**src/rtl/led_frame_sequencer_pkg.sv**
```systemverilog
// Shared encodings for the LED frame sequencer.
// Mode and FSM state constants plus frame width.
package led_frame_sequencer_pkg;

  localparam int LED_W = 4;

  localparam logic [1:0] MODE_STATIC = 2'b00;
  localparam logic [1:0] MODE_COUNT  = 2'b01;
  localparam logic [1:0] MODE_WALK   = 2'b10;
  localparam logic [1:0] MODE_BLINK  = 2'b11;

  localparam logic [1:0] S_IDLE  = 2'b00;
  localparam logic [1:0] S_GEN   = 2'b01;
  localparam logic [1:0] S_OFFER = 2'b10;
  localparam logic [1:0] S_WAIT  = 2'b11;

endpackage

```
**src/rtl/led_frame_sequencer_timer.sv**
```systemverilog
// Frame interval counter for the LED frame sequencer.
// Wraps at FRAME_TICKS-1 and flags that cycle.
module led_frame_timer #(
  parameter int FRAME_TICKS = 200000,
  parameter int TICK_W      = 32
) (
  input  logic CLOCK_5,
  input  logic n_reset,
  input  logic clear,
  input  logic run,
  output logic interval_done
);

  localparam logic [TICK_W-1:0] LAST = TICK_W'(FRAME_TICKS - 1);

  logic [TICK_W-1:0] count;

  assign interval_done = run && (count == LAST);

  always_ff @(posedge CLOCK_5 or negedge n_reset) begin
    if (!n_reset) begin
      count <= '0;
    end else if (clear) begin
      count <= '0;
    end else if (run) begin
      count <= interval_done ? '0 : count + 1'b1;
    end
  end

endmodule

```
**src/rtl/led_frame_sequencer.sv**
```systemverilog
// Animated LED frame source feeding the serial LED driver.
// One frame per interval, offered over valid/ready.
module led_frame_sequencer
  import led_frame_sequencer_pkg::*;
#(
  parameter int FRAME_TICKS = 200000,
  parameter int TICK_W      = 32
) (
  input  logic             CLOCK_5,
  input  logic             n_reset,
  input  logic             enable,
  input  logic [1:0]       mode,
  input  logic [LED_W-1:0] static_pattern,
  input  logic             led_ready,
  output logic [LED_W-1:0] led_data,
  output logic             led_valid,
  output logic [7:0]       frame_count,
  output logic             overrun,
  output logic             busy
);

  logic [1:0]       state;
  logic [1:0]       next_state;
  logic [1:0]       mode_q;
  logic [LED_W-1:0] pattern;
  logic             phase;
  logic             ovr_pend;
  logic             done;
  logic             accept;
  logic             tmr_clear;
  logic             mode_chg;
  logic [LED_W-1:0] base_pat;
  logic             base_ph;
  logic [LED_W-1:0] frame;

  // blink shows the pattern when the toggled phase becomes 1
  function automatic logic [LED_W-1:0] next_frame(
    input logic [1:0]       m,
    input logic [LED_W-1:0] pat,
    input logic             ph,
    input logic [LED_W-1:0] stat
  );
    logic [LED_W-1:0] f;
    f = stat;
    unique case (1'b1)
      (m == MODE_COUNT): f = pat + 1'b1;
      (m == MODE_WALK):
        f = (pat == '0) ? LED_W'(1) : {pat[LED_W-2:0], pat[LED_W-1]};
      (m == MODE_BLINK): f = ph ? '0 : stat;
      (m == MODE_STATIC): f = stat;
    endcase
    return f;
  endfunction

  assign accept    = led_valid && led_ready;
  assign mode_chg  = (mode != mode_q);
  assign base_pat  = mode_chg ? '0 : pattern;
  assign base_ph   = mode_chg ? 1'b0 : phase;
  assign frame     = next_frame(mode, base_pat, base_ph, static_pattern);
  // a late acceptance restarts the interval so WAIT is a full period
  assign tmr_clear = (state == S_IDLE) || (accept && (ovr_pend || done));

  led_frame_timer #(
    .FRAME_TICKS(FRAME_TICKS),
    .TICK_W     (TICK_W)
  ) u_timer (
    .CLOCK_5      (CLOCK_5),
    .n_reset      (n_reset),
    .clear        (tmr_clear),
    .run          (state != S_IDLE),
    .interval_done(done)
  );

  always_comb begin
    next_state = state;
    unique case (state)
      S_IDLE:  if (enable) next_state = S_GEN;
      S_GEN:   next_state = S_OFFER;
      S_OFFER: if (accept) next_state = enable ? S_WAIT : S_IDLE;
      S_WAIT:  if (done) next_state = enable ? S_GEN : S_IDLE;
    endcase
  end

  always_ff @(posedge CLOCK_5 or negedge n_reset) begin
    if (!n_reset) begin
      state       <= S_IDLE;
      mode_q      <= MODE_STATIC;
      pattern     <= '0;
      phase       <= 1'b0;
      ovr_pend    <= 1'b0;
      led_data    <= '0;
      led_valid   <= 1'b0;
      frame_count <= '0;
      overrun     <= 1'b0;
      busy        <= 1'b0;
    end else begin
      state <= next_state;
      busy  <= (next_state != S_IDLE);
      if (state == S_IDLE) begin
        pattern <= '0;
        phase   <= 1'b0;
      end
      if (state == S_GEN) begin
        led_data  <= frame;
        led_valid <= 1'b1;
        mode_q    <= mode;
        if (mode == MODE_COUNT || mode == MODE_WALK) pattern <= frame;
        if (mode == MODE_BLINK) phase <= ~base_ph;
      end
      if (state == S_OFFER && done) begin
        overrun  <= 1'b1;
        ovr_pend <= 1'b1;
      end
      if (accept) begin
        led_valid   <= 1'b0;
        ovr_pend    <= 1'b0;
        frame_count <= frame_count + 1'b1;
      end
    end
  end

endmodule
```
**config.mk**
```make
export PLATFORM = sky130hd
export DESIGN_NAME = led_frame_sequencer
export DESIGN_NICKNAME = d
export VERILOG_FILES = /design/src/rtl/led_frame_sequencer_pkg.sv /design/src/rtl/led_frame_sequencer_timer.sv /design/src/rtl/led_frame_sequencer.sv
export SDC_FILE = /design/constraint.sdc
export NUM_CORES = 1
export LEC_CHECK = 0
export BUFFER_PORTS_ARGS = -buffer_cell sky130_fd_sc_hd__buf_2
export CORE_ASPECT_RATIO = 1.1
export CORE_MARGIN = 2
export CORE_UTILIZATION = 35
export CTS_BUF_LIST = sky130_fd_sc_hd__clkbuf_4
export DETAILED_ROUTE_END_ITERATION = 10
export MAX_ROUTING_LAYER = met4
export SLEW_MARGIN = 20
export SYNTH_ARGS = -nofsm -noshare
export SYNTH_HDL_FRONTEND = slang
export SYNTH_SLANG_ARGS = --single-unit
```
**constraint.sdc**
```tcl
create_clock -name CLOCK_5 -period 1.9 [get_ports CLOCK_5]
set_input_delay 0 -clock CLOCK_5 [delete_from_list [all_inputs] [get_ports CLOCK_5]]
set_output_delay 0 -clock CLOCK_5 [all_outputs]
set_load 0.1 [all_outputs]
```
==> impl_metrics.yaml <==
timing:
  relSlewSlack_pct: 52.63
  hold_slack_ns: 0.08766
  fin_ws_ns: 0.1347
  finalHoldViolations: 0
  min_period_ns: 1.765
  worst_slew_pin_slew_ns: 0.7105
  slew_violations: 0
  fin_tns_setup_ns: 0
  setup_violations: 0
  period_share_pct: 92.91
  finalClockSkew_ns: 0.01609
  clock.fmax_ghz: 0.5665
  rsz0062_at_grt: "false"
floorplan:
  ios: 25
  die_h_um: 101.4
  coreArea_um2: 8364
  initial_core_util_pct: 36.10
  die_x_um: 92.56
  num_rows: 35
  die_area_um2: 9386
critical_path:
  cp.arrival_ns: 2.04
  critPathKind: "flop to flop"
  required_ns: 2.18
  max_stage_delay_ns: 0.41
  path_cells: "nor4_1, and3_1, nand4_2, buf_4, nor4_1, o21ai_0"
  cp_common_cell: "nor4_1"
  crit_fanout: 8
  worst_setup_path_start_kind: "flop"
  crit_path_end_kind: "flop"
  slowest_stage: "dfrtp_1"
synthesis:
  synthMuxAreaShare_pct: 0.7460
  synth_top_family_by_area: "simple AND/OR/NAND/NOR gates"
  synth-edff-count: 0
  yosys_most_used_dff: "dfrtp_1"
  avgSynthCellArea_um2: 9.931
  synth.ff_latch_count: 57
  synthTopCellsByArea: "dfrtp_1 (47%), xnor2_1 (9.3%), nor2_1 (5.1%), ha_1 (3.3%), nand2_1 (3.1%)"
  synth_top_cell_by_area: "dfrtp_1"
  synth_xor_area_share_pct: 10.73
  synth_nets: 322
  yosys-top-cells-count: "dfrtp_1 (57), nor2_1 (41), xnor2_1 (32)"
  yosysSeqAreaShare_pct: 47.24
  yosys.area.top_type_share_pct: 47.24
  synth_most_common_cell: "dfrtp_1"
  synthesis.area_um2: 3019
  synthAdderAreaFrac_pct: 3.315
  synth-simple-area-share_pct: 25.57
  ys.warnings.count: 0
  synth_compound_area_share_pct: 8.661
  synth_cell_type_count: 47
  netlist_instances: 304
  synthArstFlopShare_pct: 100.0
clock_network:
  root_buffer: "clkbuf_4"
  h-tree-depth: 3
  cts_tree: "yes"
  cts_inserted_buffers: 9
  clk_pin_slew_ns: 0.09
  clk_latency_ns: 0.40
  cts.path.max_buffers: 2
  clkSinkCount: 57
power:
  vdd_drop_max_mv: 0.4590
  totalPowerFinal_mw: 2.664
  power.leakage_nw: 1.645
  powerDensity_nw_per_um2: 736.4
placed_design:
  io_buffer_count: 24
  pre_cts_ws_ns: 0.06016
  place_inst: 450
  gp_congestion: 0.8256
  dp_hpwl_mm: 4.163
  dpl_cell_area_um2: 3385
detailed_routing:
  drc: 0
  vias: 2326
  wl_mm: 6.002
  drt-wirelength-per-cell_um: 12.69
  postRouteAntennaNets: 0
  dr.pass1.iters: 4
  vias_per_cell: 4.918
  first_iter_violations: 104
final_layout:
  area_growth_pct: 19.85
  num_antenna_cells: 0
  multi_input_area_um2: 1513
  drive_gt1_share_pct: 24.59
  fin_util_pct: 43.26
  regArea_um2: 1430
  fill_cells: 821
  stdcell_area_um2: 3618
  final_nets: 375
  finalNonFillerCells: 473
outcome:
  outcome: "finished, final reports clean"
global_routing:
  track_usage_pct: 14.37
  antenna_found_initial: 0
  overflow: 0
  grt_pass1_vias: 2215
  grt_max_degree: 58
  grt_pass1_wl_mm: 10.34
hold_path:
  min_path_type: "input pin to flop"
flow_run:
  maxCapViolations: 0
power breakdown:
group          total, mW  leakage [nW]  switching, mW  internal, mW
Clock              0.853        0.0780          0.432         0.420
Sequential          1.31         0.719         0.0485          1.26
Combinational      0.505         0.847          0.402         0.104
metal layers:
| layer | share of wire [%] | wire length, um | track usage, % | vias to the layer above |
|---|---|---|---|---|
| met3 | 4.5 | 272 | 5.208 | 8 |
| met2 | 48 | 2883 | 22.46 | 38 |
| met5 | 0 | 0 | - | - |
| met4 | 1.0 | 61 | 3.789 | 0 |
| li1 | - | - | - | 1164 |
| met1 | 46 | 2784 | 17.75 | 1116 |
state kept, by name, indices dropped and copies added, names as in the netlist:
name / flops
frame_count: 8
pattern: 4
led_data: 4
led_valid: 1
phase: 1
state: 2
overrun: 1
mode_q: 2
busy: 1
ovr_pend: 1
u_timer.count: 32
critical path: cells and delay by family, from the launching register on:
family / cells / cell delay (ns)
simple gates: 4 / 0.90
buf+inv: 1 / 0.19
compound gates: 1 / 0.14
flops: 1 / 0.41
final timing paths:
kind | cells after the start | slack [ns] | endpoint | start
max | 6 | 0.13 | busy | u_timer.count[26]
min | 4 | 0.09 | led_data[2] | static_pattern[2]
max reg2reg | 6 | 0.13 | busy | u_timer.count[26]
min reg2reg | 1 | 0.47 | frame_count[7] | frame_count[7]
max in group asynchronous | 3 | 1.14 | led_valid | n_reset
min in group asynchronous | 3 | 0.26 | pattern[0] | n_reset
kinds of logic (layout without fill, tap and decap cells):
group | after synthesis | in the layout
flip-flops | 57 | 57
XOR/XNOR | 37 | 37
buffers and inverters | 23 | 81
AND/OR/NAND/NOR | 138 | 138
AO/OA/AOI/OAI | 39 | 39
adder cells (fa/ha/maj) | 8 | 8
multiplexers | 2 | 2
repair_timing:
item	4_1_cts	5_1_grt
gates resized for setup	0	5
hold endpoints to repair	67	0
setup buffers	0	0
setup endpoints to repair	0	3
hold buffers	7	0
layout make-up:
type | instances | area share [%]
multi-input cells | 224 | 41.80
flip-flops and latches | 57 | 39.52
repair buffers | 51 | 9.751
well taps | 111 | 3.838
clock buffers | 11 | 2.282
inverters | 14 | 1.452
clock inverters | 5 | 1.349
layout by cell type (no fill, tap or decap), types with 4 or more instances in the layout:
cell           netlist  final
nand4_1              4      4
ha_1                 8      8
o21ai_0             12     12
inv_1               14     14
and3_1               6      5
nand3_1             18     18
buf_4                2     19
dfrtp_1             57     54
nor4_1              13     12
xnor2_1             32     30
dlygate4sd3_1        0      7
nor3_2               7      7
and2_1               5      5
nand2_1             25     25
clkbuf_4             0     11
buf_2                1     24
a21oi_1              7      7
xor2_1               5      5
a31oi_1              4      4
nor2_1              41     41
(Power assumes the default switching activity.)
